`src/rtl/debug_packet_tx.sv`:
```
// Debug response framer: frames a data word plus info tag into LSB-first UART bytes.
// Optional PKT_CHECKSUM_EN appends an XOR checksum byte after the payload.
module debug_packet_tx #(
  parameter int BUS_SIZE   = 32,
  parameter int DATA_BITS  = 8,
  parameter int INFO_BYTES = 3
) (
  input  logic                            i_clk,
  input  logic                            i_reset,
  input  logic                            i_valid,
  input  logic [BUS_SIZE-1:0]             i_data,
  input  logic [INFO_BYTES*DATA_BITS-1:0] i_info,
  output logic                            o_ready,
  output logic                            o_tx_start,
  output logic [DATA_BITS-1:0]            o_tx_data,
  input  logic                            i_tx_done,
  output logic                            o_busy,
  output logic [15:0]                     o_pkt_count
);

  localparam int INFO_W    = INFO_BYTES * DATA_BITS;
  localparam int PKT_W     = BUS_SIZE + INFO_W;
  localparam int NUM_BYTES = PKT_W / DATA_BITS;
`ifdef PKT_CHECKSUM_EN
  localparam int LAST_IDX  = NUM_BYTES;
`else
  localparam int LAST_IDX  = NUM_BYTES - 1;
`endif
  localparam int IDX_W     = $clog2(NUM_BYTES + 1);

  localparam logic [IDX_W-1:0] PAYLOAD_LAST = IDX_W'(NUM_BYTES - 1);
  localparam logic [IDX_W-1:0] FINAL_IDX    = IDX_W'(LAST_IDX);

  typedef enum logic [1:0] {
    IDLE  = 2'd0,
    START = 2'd1,
`ifdef PKT_CHECKSUM_EN
    WAIT  = 2'd2,
    CSUM  = 2'd3
`else
    WAIT  = 2'd2
`endif
  } state_t;

  state_t               state_q;
  state_t               state_d;

  logic                 pending_vld_p0;
  logic [PKT_W-1:0]     pending_pkt_p0;
  logic [PKT_W-1:0]     active_pkt_p1;
  logic [IDX_W-1:0]     byte_idx;
  logic [DATA_BITS-1:0] tx_byte;
  logic [15:0]          pkt_count;

  logic                 accept;
  logic                 drain;
  logic                 advance;
  logic                 finish;
  logic                 tx_start;
`ifdef PKT_CHECKSUM_EN
  logic                 enter_csum;
  logic [DATA_BITS-1:0] csum;
`endif

  // Accept and drain are mutually exclusive: accept needs the slot empty, drain needs it full.
  assign accept = i_valid && !pending_vld_p0;

  always_comb begin
    state_d    = state_q;
    tx_start   = 1'b0;
    drain      = 1'b0;
    advance    = 1'b0;
    finish     = 1'b0;
`ifdef PKT_CHECKSUM_EN
    enter_csum = 1'b0;
`endif
    case (state_q)
      IDLE: begin
        if (pending_vld_p0) begin
          drain   = 1'b1;
          state_d = START;
        end
      end
      START: begin
        tx_start = 1'b1;
        state_d  = WAIT;
      end
      WAIT: begin
        if (i_tx_done) begin
          if (byte_idx == FINAL_IDX) begin
            finish  = 1'b1;
            state_d = IDLE;
          end
`ifdef PKT_CHECKSUM_EN
          else if (byte_idx == PAYLOAD_LAST) begin
            enter_csum = 1'b1;
            state_d    = CSUM;
          end
`endif
          else begin
            advance = 1'b1;
            state_d = START;
          end
        end
      end
`ifdef PKT_CHECKSUM_EN
      CSUM: begin
        tx_start = 1'b1;
        state_d  = WAIT;
      end
`endif
      default: state_d = IDLE;
    endcase
  end

  always_ff @(posedge i_clk) begin
    if (!i_reset) begin
      state_q <= IDLE;
    end else begin
      state_q <= state_d;
    end
  end

  // Control stage: pending flag, byte index, held output byte and packet counter.
  always_ff @(posedge i_clk) begin
    if (!i_reset) begin
      pending_vld_p0 <= 1'b0;
      byte_idx       <= '0;
      tx_byte        <= '0;
      pkt_count      <= '0;
    end else begin
      if (accept) begin
        pending_vld_p0 <= 1'b1;
      end else if (drain) begin
        pending_vld_p0 <= 1'b0;
      end

      if (drain) begin
        byte_idx <= '0;
        tx_byte  <= pending_pkt_p0[DATA_BITS-1:0];
      end else if (advance) begin
        byte_idx <= byte_idx + IDX_W'(1);
        tx_byte  <= active_pkt_p1[2*DATA_BITS-1:DATA_BITS];
      end
`ifdef PKT_CHECKSUM_EN
      else if (enter_csum) begin
        byte_idx <= FINAL_IDX;
        tx_byte  <= csum ^ tx_byte;
      end
`endif

      if (finish) begin
        pkt_count <= pkt_count + 16'd1;
      end
    end
  end

  // Data stage: captured packet and the shift register that feeds the next byte.
  always_ff @(posedge i_clk) begin
    if (accept) begin
      pending_pkt_p0 <= {i_info, i_data};
    end
    if (drain) begin
      active_pkt_p1 <= pending_pkt_p0;
    end else if (advance) begin
      active_pkt_p1 <= active_pkt_p1 >> DATA_BITS;
    end
  end

`ifdef PKT_CHECKSUM_EN
  always_ff @(posedge i_clk) begin
    if (drain) begin
      csum <= '0;
    end else if ((state_q == WAIT) && i_tx_done) begin
      csum <= csum ^ tx_byte;
    end
  end
`endif

  assign o_ready     = !pending_vld_p0;
  assign o_tx_start  = tx_start;
  assign o_tx_data   = tx_byte;
  assign o_busy      = pending_vld_p0 || (state_q != IDLE);
  assign o_pkt_count = pkt_count;

endmodule

```
`config.mk`:
```
export PLATFORM = sky130hd
export DESIGN_NAME = debug_packet_tx
export DESIGN_NICKNAME = d
export VERILOG_FILES = /design/src/rtl/debug_packet_tx.sv
export SDC_FILE = /design/constraint.sdc
export NUM_CORES = 1
export LEC_CHECK = 0
export ABC_AREA = 1
export BUFFER_PORTS_ARGS = -buffer_cell sky130_fd_sc_hd__buf_2
export CAP_MARGIN = 10
export CELL_PAD_IN_SITES_DETAIL_PLACEMENT = 0
export CELL_PAD_IN_SITES_GLOBAL_PLACEMENT = 2
export CORE_MARGIN = 8
export CORE_UTILIZATION = 30
export CTS_CLUSTER_DIAMETER = 40
export CTS_CLUSTER_SIZE = 16
export DETAILED_ROUTE_END_ITERATION = 10
export PLACE_DENSITY = 0.7
export SLEW_MARGIN = 20
export SYNTH_ARGS = -nofsm -noshare
export SYNTH_HDL_FRONTEND = slang
export SYNTH_SLANG_ARGS = --single-unit
```
`constraint.sdc`:
```
create_clock -name i_clk -period 5.5 [get_ports i_clk]
set_input_delay 0.825 -clock i_clk [delete_from_list [all_inputs] [get_ports i_clk]]
set_output_delay 0.825 -clock i_clk [all_outputs]
set_load 0.05 [all_outputs]
```
==> metrics, run 1 <==
outcome completed; syn nets 542; Core Area 17200 µm²; Worst Hold Launch byte_idx[0]; Final ANT Viol Nets 0; DP Cell Count 779; Final Non-Filler Cells 811; Slew @ Worst Pin 0.808 ns; Lkg Pwr 2.71 nW; Top FF cell, synth edfxtp_1; Final Cycle Share 39.1%; r2r startpoint state_q[1]; GP Congestion 0.707; first-pass GRT wire length roughly 17 mm; Slew Limit Headroom between 40% and 50%; Syn Area/Cell roughly 11 µm²; top-count cell post-synth nand2_1; Clock Skew between 0.005 and 0.006 ns; Worst Hold End byte_idx[0]; count of clock tree sinks 134; drt first pass iters 4; Pwr Density roughly 390 nW/µm²; CTS buffer count 17; Remaining DRCs 0; CP Launch Type register; Post-synth top cells nand2_1 (178), edfxtp_1 (104), nor2_1 (58), dfxtp_1 (30), inv_1 (27); ys async rst share 0%; CP max FO 59; Detailed Route Iter0 Violations just over 200; cell accounting for the most synthesized area edfxtp_1; DP HPWL 6.89 mm; worst vdd ir 0.209 mV; clock root buffer master clkbuf_16; CTS tree yes; WHS Path Cells 2; Slew Limit Fails 0; grt total ovfl 0; DR WL/cell 13.0 µm; Critical Path RT 5.80 ns; vias 3390; die width around 150 µm; Worst Setup SP state_q[1]; die height 148 µm; IO Pins 87; top cells by area, synth edfxtp_1 (60%), nand2_1 (13%), dfxtp_1 (11%); min Tclk post-route 2.15 ns; RSZ-0062 raised after global routing false; r2r setup slk 3.35 ns; Initial Util 30.5%; # hold bufs at CTS 0; post-synthesis sequential area ratio 71.1%; Post-layout nets 636; FF-to-FF path depth 8; critical path arrival 2.45 ns; Setup Crit Path Kind reg2reg; Yosys top cell area share between 50% and 60%; Port Buffers 86; library cells used by synthesis 30; max_cap viols 0; r2r endpoint o_tx_data[1]; EDFF count, synth ~100; Syn Std Cell Area 5240 µm²; H-tree levels 4; worst skew pair latency 0.41 ns; FMAX 464 MHz; Synth Register Bits ~130; endpoints failing setup 0; diode count 0; Hold Fails Final Rpt 0; Vias/cell 4.18; initial antenna violation count 0; synthesis-to-layout area growth 23.2%; crit end category register; Cells after Synth about 480; vias in the first global route around 3.4k; number of gates resized after cts 0; Routed WL approximately 11 mm; Yosys warning count 0; CTS Buffer Depth 2; worst hold path class reg2reg; pin count of the biggest net entering global routing 60; die footprint 21900 µm²; Global Route Usage Sum 10.2%; utilization after layout a little under two fifths; row cnt 48; setup_tns 0 ns; setup bufs post-CTS 0; layout cells sized above 1 24.1%; CTS clock-pin slew for the worst setup and hold paths 0.06 ns
-- critical path: stages, from the launching register on --
cell and delay [ns]:
dfxtp_1 0.35, nor2_2 0.15, nand2_2 0.05, buf_4 0.31, nand2_2 0.14, buf_4 0.57, inv_2 0.23, nor2_1 0.16
nor2_1 0.07
-- cell type report --
cell class,count,area [µm²]
repair buffers,89,453
clock buffers,17,425
multi-input cells,299,1300
inverters,32,120
clock inverters,15,145
flip-flops and latches,134,3720
fillers,1778,10700
well taps,225,282
-- state kept, by name, summed over array words and instances, names as in the netlist --
name,count
o_tx_data,8
state_q,2
pending_pkt_p0,56
o_pkt_count,16
active_pkt_p1,48
pending_vld_p0,1
byte_idx,3
-- routing by layer --
metal	share of wire, %	routed length (µm)	GRT usage [%]	up-vias
li1	-	-	-	1757
met1	48	5040	12.7	1535
met2	45	4700	15.2	81
met3	5.6	589	3.98	17
met4	1.8	189	4.74	0
met5	0	0	0	-
-- cell families (layout without fill, tap and decap cells) --
logic type,after synthesis,in the layout,synth area share (%)
AND/OR/NAND/NOR,271,271,21.3
flip-flops,134,134,71.1
adder cells (fa/ha/maj),3,3,0.717
AO/OA/AOI/OAI,24,24,2.49
buffers and inverters,46,153,4.16
XOR/XNOR,1,1,0.167
-- metrics by stage --
step / power (mW) / hold WS (ns) / instance area (µm²) / setup slack [ns]
after floorplan: 1.38 / 0.461 / 5240 / 1.80
after global placement: 1.44 / 0.484 / 5880 / 3.10
after detailed placement: 1.45 / 0.490 / 5880 / 3.01
after CTS: 2.54 / 0.498 / 6450 / 3.25
after global routing: 2.62 / 0.525 / 6450 / 3.08
final: 2.50 / 0.494 / 6450 / 3.35
-- placed cells by master, fill, tap and decap left out, drive strengths merged --
cell type / Yosys / routed
a211oi: 1 / 1
a21oi: 9 / 9
and3: 1 / 1
buf: 13 / 89
bufinv: 0 / 1
clkbuf: 1 / 17
clkinv: 1 / 8
clkinvlp: 0 / 1
dfxtp: 30 / 30
edfxtp: 104 / 104
ha: 3 / 3
inv: 31 / 37
nand2: 184 / 184
nand3: 12 / 12
nand3b: 1 / 1
nand4: 2 / 2
nor2: 65 / 65
nor3: 5 / 5
nor3b: 1 / 1
o21a: 1 / 1
o21ai: 13 / 13
xor2: 1 / 1
-- how the worst max path moves through the flow --
stage	endpoint	cells past startpoint
CTS	o_tx_data[1]	8
floorplan	pending_pkt_p0[0]	2
global route	o_tx_data[4]	8
finish	o_tx_data[1]	8
detailed placement	pending_pkt_p0[45]	4
global placement	pending_pkt_p0[45]	4
-- power breakdown --
group	switching [mW]	internal (mW)
clock	0.454	0.632
sequential	0.0237	1.19
combinational	0.148	0.0579
total	0.625	1.88
(Power assumes the default switching activity.)
==> run 2: changes to the inputs <==
- PLACE_DENSITY: 0.7 -> 0.72
- clock period: 5.5 -> 1.8 ns (I/O delays scaled with it)
==> run 2 against run 1 <==
Critical path depth decreased by 3. Largest power group unchanged. Hold slack got worse by 0.46 ns. Die area unchanged.
==> metrics, run 2 (synthesis gave the netlist of run 1 again) <==
outcome completed; Post-layout nets 638 (+0.31%); Final Cycle Share 92.5% (+53 points); Largest register FFs 56 (unchanged); Port Buffers 86 (unchanged); initial antenna violation count 0 (unchanged); CP delay by family, top simple AND/OR/NAND/NOR gates; Routed WL 10.8 mm (+2.5%); FMAX 601 MHz (+29%); row cnt 48 (unchanged); synthesis-to-layout area growth 24.7%; IO Pins 87 (unchanged); CP max FO 57 (-3.4%); register area 3720 µm² (unchanged); Top reg by flops pending_pkt_p0; drt first pass iters 4 (unchanged); Vias/cell 4.21 (+0.67%); CTS Buffer Depth 2 (unchanged); CTS tree yes; r2r setup slk 0.14 ns (-3.21 ns); grt total ovfl 0 (unchanged); # hold bufs at CTS 0 (unchanged); CP Launch Type register; Detailed Route Iter0 Violations 203 (+0.50%); most frequent cells in the layout nand2_1 (178), edfxtp_1 (104), buf_2 (86), nor2_1 (57), dfxtp_1 (30); Pwr Density 1210 nW/µm² (+210%); CTS buffer count 17 (unchanged); critical path arrival 1.98 ns (-0.47 ns); worst hold path class in2reg; CTS clock-pin slew for the worst setup and hold paths 0.06 ns (about the same); most common cell after layout, fill and taps aside nand2_1; first-pass GRT wire length 17.8 mm (+3.3%); crit end category register; worst path cell trace nor2_2, nand2_2, buf_4, nand2_2, nor3_1; Multi-input gate area 1310 µm² (+0.38%); GP Congestion 0.716 (+1.3%); most frequent CP cell nand2_2; layout cells sized above 1 24.1% (+0.088 points); vias in the first global route 3537 (+3.8%); # fillers 1738 (-2.2%); Clock Skew 0.0113 ns (+0.00567 ns); count of clock tree sinks 134 (unchanged); DR WL/cell 13.3 µm (+2.3%); vias 3421 (+0.91%); Crit-path slowest cell buf_4; H-tree levels 4 (unchanged); critical path's largest stage delay 0.54 ns (-0.03 ns); Slew @ Worst Pin 0.615 ns (-0.193 ns); number of gates resized after cts 0 (unchanged); Initial Util 30.5% (unchanged); RSZ-0062 raised after global routing false; Slew Limit Headroom 59.0% (+13 points); Remaining DRCs 0 (unchanged); Hold Fails Final Rpt 0 (unchanged); CP bufs+invs 1 (-2); worst skew pair latency 0.41 ns (about the same); max_cap viols 0 (unchanged); clock root buffer master clkbuf_16; Setup Crit Path Kind reg2reg; endpoints failing setup 0 (unchanged); setup ws final 0.135 ns (-3.21 ns); Post-Place Worst Slack 0.114 ns (-2.90 ns); Slew Limit Fails 0 (unchanged); die footprint 21900 µm² (unchanged); Global Route Usage Sum 10.3% (+0.14 points); Lkg Pwr 2.74 nW (+1.2%); Core Area 17200 µm² (unchanged); total power 7.88 mW (+210%); setup_tns 0 ns (unchanged); diode count 0 (unchanged); worst vdd ir 0.741 mV (+250%); pin count of the biggest net entering global routing 58 (-3.3%); Final ANT Viol Nets 0 (unchanged); die height 148 µm (unchanged); DP HPWL 7.14 mm (+3.6%); setup bufs post-CTS 0 (unchanged); Critical Path RT 2.12 ns (-3.68 ns); die width 148 µm (unchanged); min Tclk post-route 1.66 ns (-0.488 ns)
## run 2: area by class of cell
class	count	area share, %
Inverter	32	1.88
Timing Repair Buffer	91	7.55
Multi-Input combinational cell	299	20.0
Clock inverter	14	2.64
Clock buffer	18	6.57
Tap cell	225	4.31
Sequential cell	134	57.0
## run 2: worst reg2reg max path, stage by stage, from the launching register on
cell and delay [ns]:
dfxtp_1 0.41, nor2_2 0.08, nand2_2 0.13, buf_4 0.54
nand2_2 0.20, nor3_1 0.23
## run 2: report_power, final
part,leakage (nW),switching (mW),internal (mW)
Clock,0.294,1.33,2.20
Combinational,1.21,0.463,0.197
Sequential,1.24,0.0695,3.63
## run 2: path summary, 6_finish.rpt
kind,startpoint,endpoint,cells after the start
worst min-delay path,i_info[16],pending_pkt_p0[48],1
worst min register to register,o_pkt_count[15],o_pkt_count[15],2
worst max-delay path,state_q[1],byte_idx[2],5
worst max register to register,state_q[1],byte_idx[2],5
## run 2: layer usage
layer  global-route usage [%]  vias to the layer above  wire [µm]
met5                        0                        -          0
met4                     3.98                        0         99
met3                     3.77                       10        568
met2                     15.5                       94       4760
met1                     13.2                     1552       5360
li1                         -                     1765          -
## run 2: per-stage QoR
step,instances,instance area [µm²],hold WS (ns),util [%]
2_1_floorplan,479,5250,0.369,-
3_3_place_gp,781,5920,0.446,34.5
3_5_place_dp,781,5920,0.448,34.5
4_1_cts,813,6530,0.00634,38.0
5_1_grt,813,6530,0.00345,38.0
6_report,813,6530,0.0299,38.0
==> run 3: changes to the inputs <==
- CAP_MARGIN: 10 -> 15
- GPL_TIMING_DRIVEN: not set -> 0
==> run 3 against run 2 <==
Count of clock-buffer cells in the layout up 1. Register-to-register slack better by 0.02 ns. Final cell count up 1.6%. Largest power group unchanged.
==> metrics, run 3 (synthesis gave the netlist of run 1 again) <==
vias 3443 (+0.64%); die footprint 21900 µm² (unchanged); Core Area 17200 µm² (unchanged); first-pass GRT wire length 17.7 mm (-0.70%); diode count 0 (unchanged); Routed WL 10.8 mm (+0.59%); critical path arrival 1.38 ns (-0.60 ns); Slew Limit Headroom 53.2% (-5.8 points); CP endpoint o_tx_start; Global Route Usage Sum 10.5% (+0.14 points); Initial Util 30.5% (unchanged); endpoints failing setup 0 (unchanged); row cnt 48 (unchanged); # hold bufs at CTS 0 (unchanged); Crit path depth 3 (-2); worst path cell trace inv_1, nor2_1, buf_2; RSZ-0062 raised after global routing false; CP Launch Type register; FMAX 607 MHz (+0.96%); Post-layout nets 651 (+2.0%); Final Cycle Share 91.6% (-0.88 points); total power 7.50 mW (-4.9%); CP bufs+invs 2 (+1); Pwr Density 1140 nW/µm² (-5.8%); outcome completed; setup_tns 0 ns (unchanged); CTS Buffer Depth 2 (unchanged); Vias/cell 4.17 (-0.94%); max_cap viols 0 (unchanged); vias in the first global route 3558 (+0.59%); worst hold path class in2reg; FF-to-FF path depth 3 (-2); CP delay by family, top flip-flops; Hold Fails Final Rpt 0 (unchanged); Slew @ Worst Pin 0.701 ns (+0.0858 ns); worst vdd ir 0.709 mV (-4.4%); r2r startpoint pending_vld_p0; die width 148 µm (unchanged); IO Pins 87 (unchanged); r2r setup slk 0.16 ns (+0.02 ns); setup bufs post-CTS 0 (unchanged); die height 148 µm (unchanged); worst skew pair latency 0.41 ns (about the same); most frequent cells in the layout nand2_1 (178), edfxtp_1 (104), buf_2 (89), nor2_1 (57), dfxtp_1 (30); grt total ovfl 0 (unchanged); pin count of the biggest net entering global routing 30 (-48%); drt first pass iters 4 (unchanged); min Tclk post-route 1.65 ns (-0.0159 ns); crit end category output port; Largest register FFs 56 (unchanged); WHS 0.0296 ns (-0.000272 ns); GP Congestion 0.733 (+2.4%); Lkg Pwr 2.77 nW (+1.2%); Critical Path RT 1.53 ns (-0.59 ns); Setup Crit Path Kind reg2out; Remaining DRCs 0 (unchanged); Worst Hold Launch i_data[31]; CTS tree yes; Crit-path slowest cell dfxtp_1; synthesis-to-layout area growth 26.0%; H-tree levels 4 (unchanged); CTS clock-pin slew for the worst setup and hold paths 0.06 ns (about the same); DP HPWL 7.72 mm (+8.2%); count of clock tree sinks 134 (unchanged); critical path's largest stage delay 0.41 ns (-0.13 ns); CP max FO 3 (-95%); initial antenna violation count 0 (unchanged); DR WL/cell 13.1 µm (-0.99%); clock root buffer master clkbuf_16; placed cell area 6010 µm² (+1.5%); Top reg by flops pending_pkt_p0; most common cell after layout, fill and taps aside nand2_1; Port Buffers 86 (unchanged); Final Instance Area 6590 µm² (+1.0%); Worst Setup SP state_q[0]; r2r endpoint pending_pkt_p0[44]; Slew Limit Fails 0 (unchanged); Clock Skew 0.00593 ns (-0.00537 ns); CTS buffer count 17 (unchanged); Final ANT Viol Nets 0 (unchanged); layout cells sized above 1 25.5% (+1.3 points); Detailed Route Iter0 Violations 174 (-14%)
-- run 3: changes by cell type in the layout (fill, tap and decap cells not counted), sizes merged --
cell | before | now
buf | 91 | 101
bufinv | 3 | 0
clkbuf | 18 | 20
clkinvlp | 1 | 3
nand2 | 184 | 186
-- run 3: worst min-delay path by stage --
| stage | depth (start not counted) | end | slack (ns) |
|---|---|---|---|
| after floorplan | 0 | pending_pkt_p0[0] | 0.37 |
| after global placement | 1 | pending_pkt_p0[53] | 0.45 |
| after detailed placement | 1 | pending_pkt_p0[49] | 0.45 |
| after CTS | 1 | pending_pkt_p0[31] | 0.009 |
| after global routing | 1 | pending_pkt_p0[39] | 0.006 |
| final | 1 | pending_pkt_p0[31] | 0.03 |
-- run 3: worst register-to-register path, stage by stage (launching register included) --
cell	delay (ns)
dfxtp_1	0.35
nor2_4	0.58
buf_16	0.24
buf_16	0.17
-- run 3: area by class of cell --
type | instances | area (µm²)
plain buffers | 14 | 97.6
clock buffers | 19 | 433
clock inverters | 13 | 98.8
fillers | 1751 | 10600
inverters | 32 | 120
multi-input cells | 301 | 1350
flip-flops and latches | 134 | 3720
well taps | 225 | 282
repair buffers | 88 | 485
-- run 3: stage by stage --
step,util [%],setup WS (ns),cells
2_1_floorplan,-,0.163,479
6_report,38.4,0.151,826
4_1_cts,38.2,0.0694,825
5_1_grt,38.4,0.0328,826
3_3_place_gp,34.7,-0.245,790
3_5_place_dp,35.0,-0.235,792
-- run 3: timing repair --
item,CTS,global route
endpoints found under the setup margin,57,8
gates cloned,1,1
gates resized for setup,1,2
pin swaps,1,1
-- run 3: metal layers --
layer	wire (µm)	up-vias	track usage [%]	share of wire, %
li1	-	1798	-	-
met1	4970	1544	12.7	46
met2	5030	89	16.2	46
met3	699	12	3.92	6.4
met4	149	0	4.90	1.4
met5	0	-	0	0
-- run 3: where the power goes --
part | internal, mW | switching, mW | leakage, nW
Sequential | 3.63 | 0.0674 | 1.24
Combinational | 0.224 | 0.484 | 1.28
Clock | 1.77 | 1.32 | 0.255
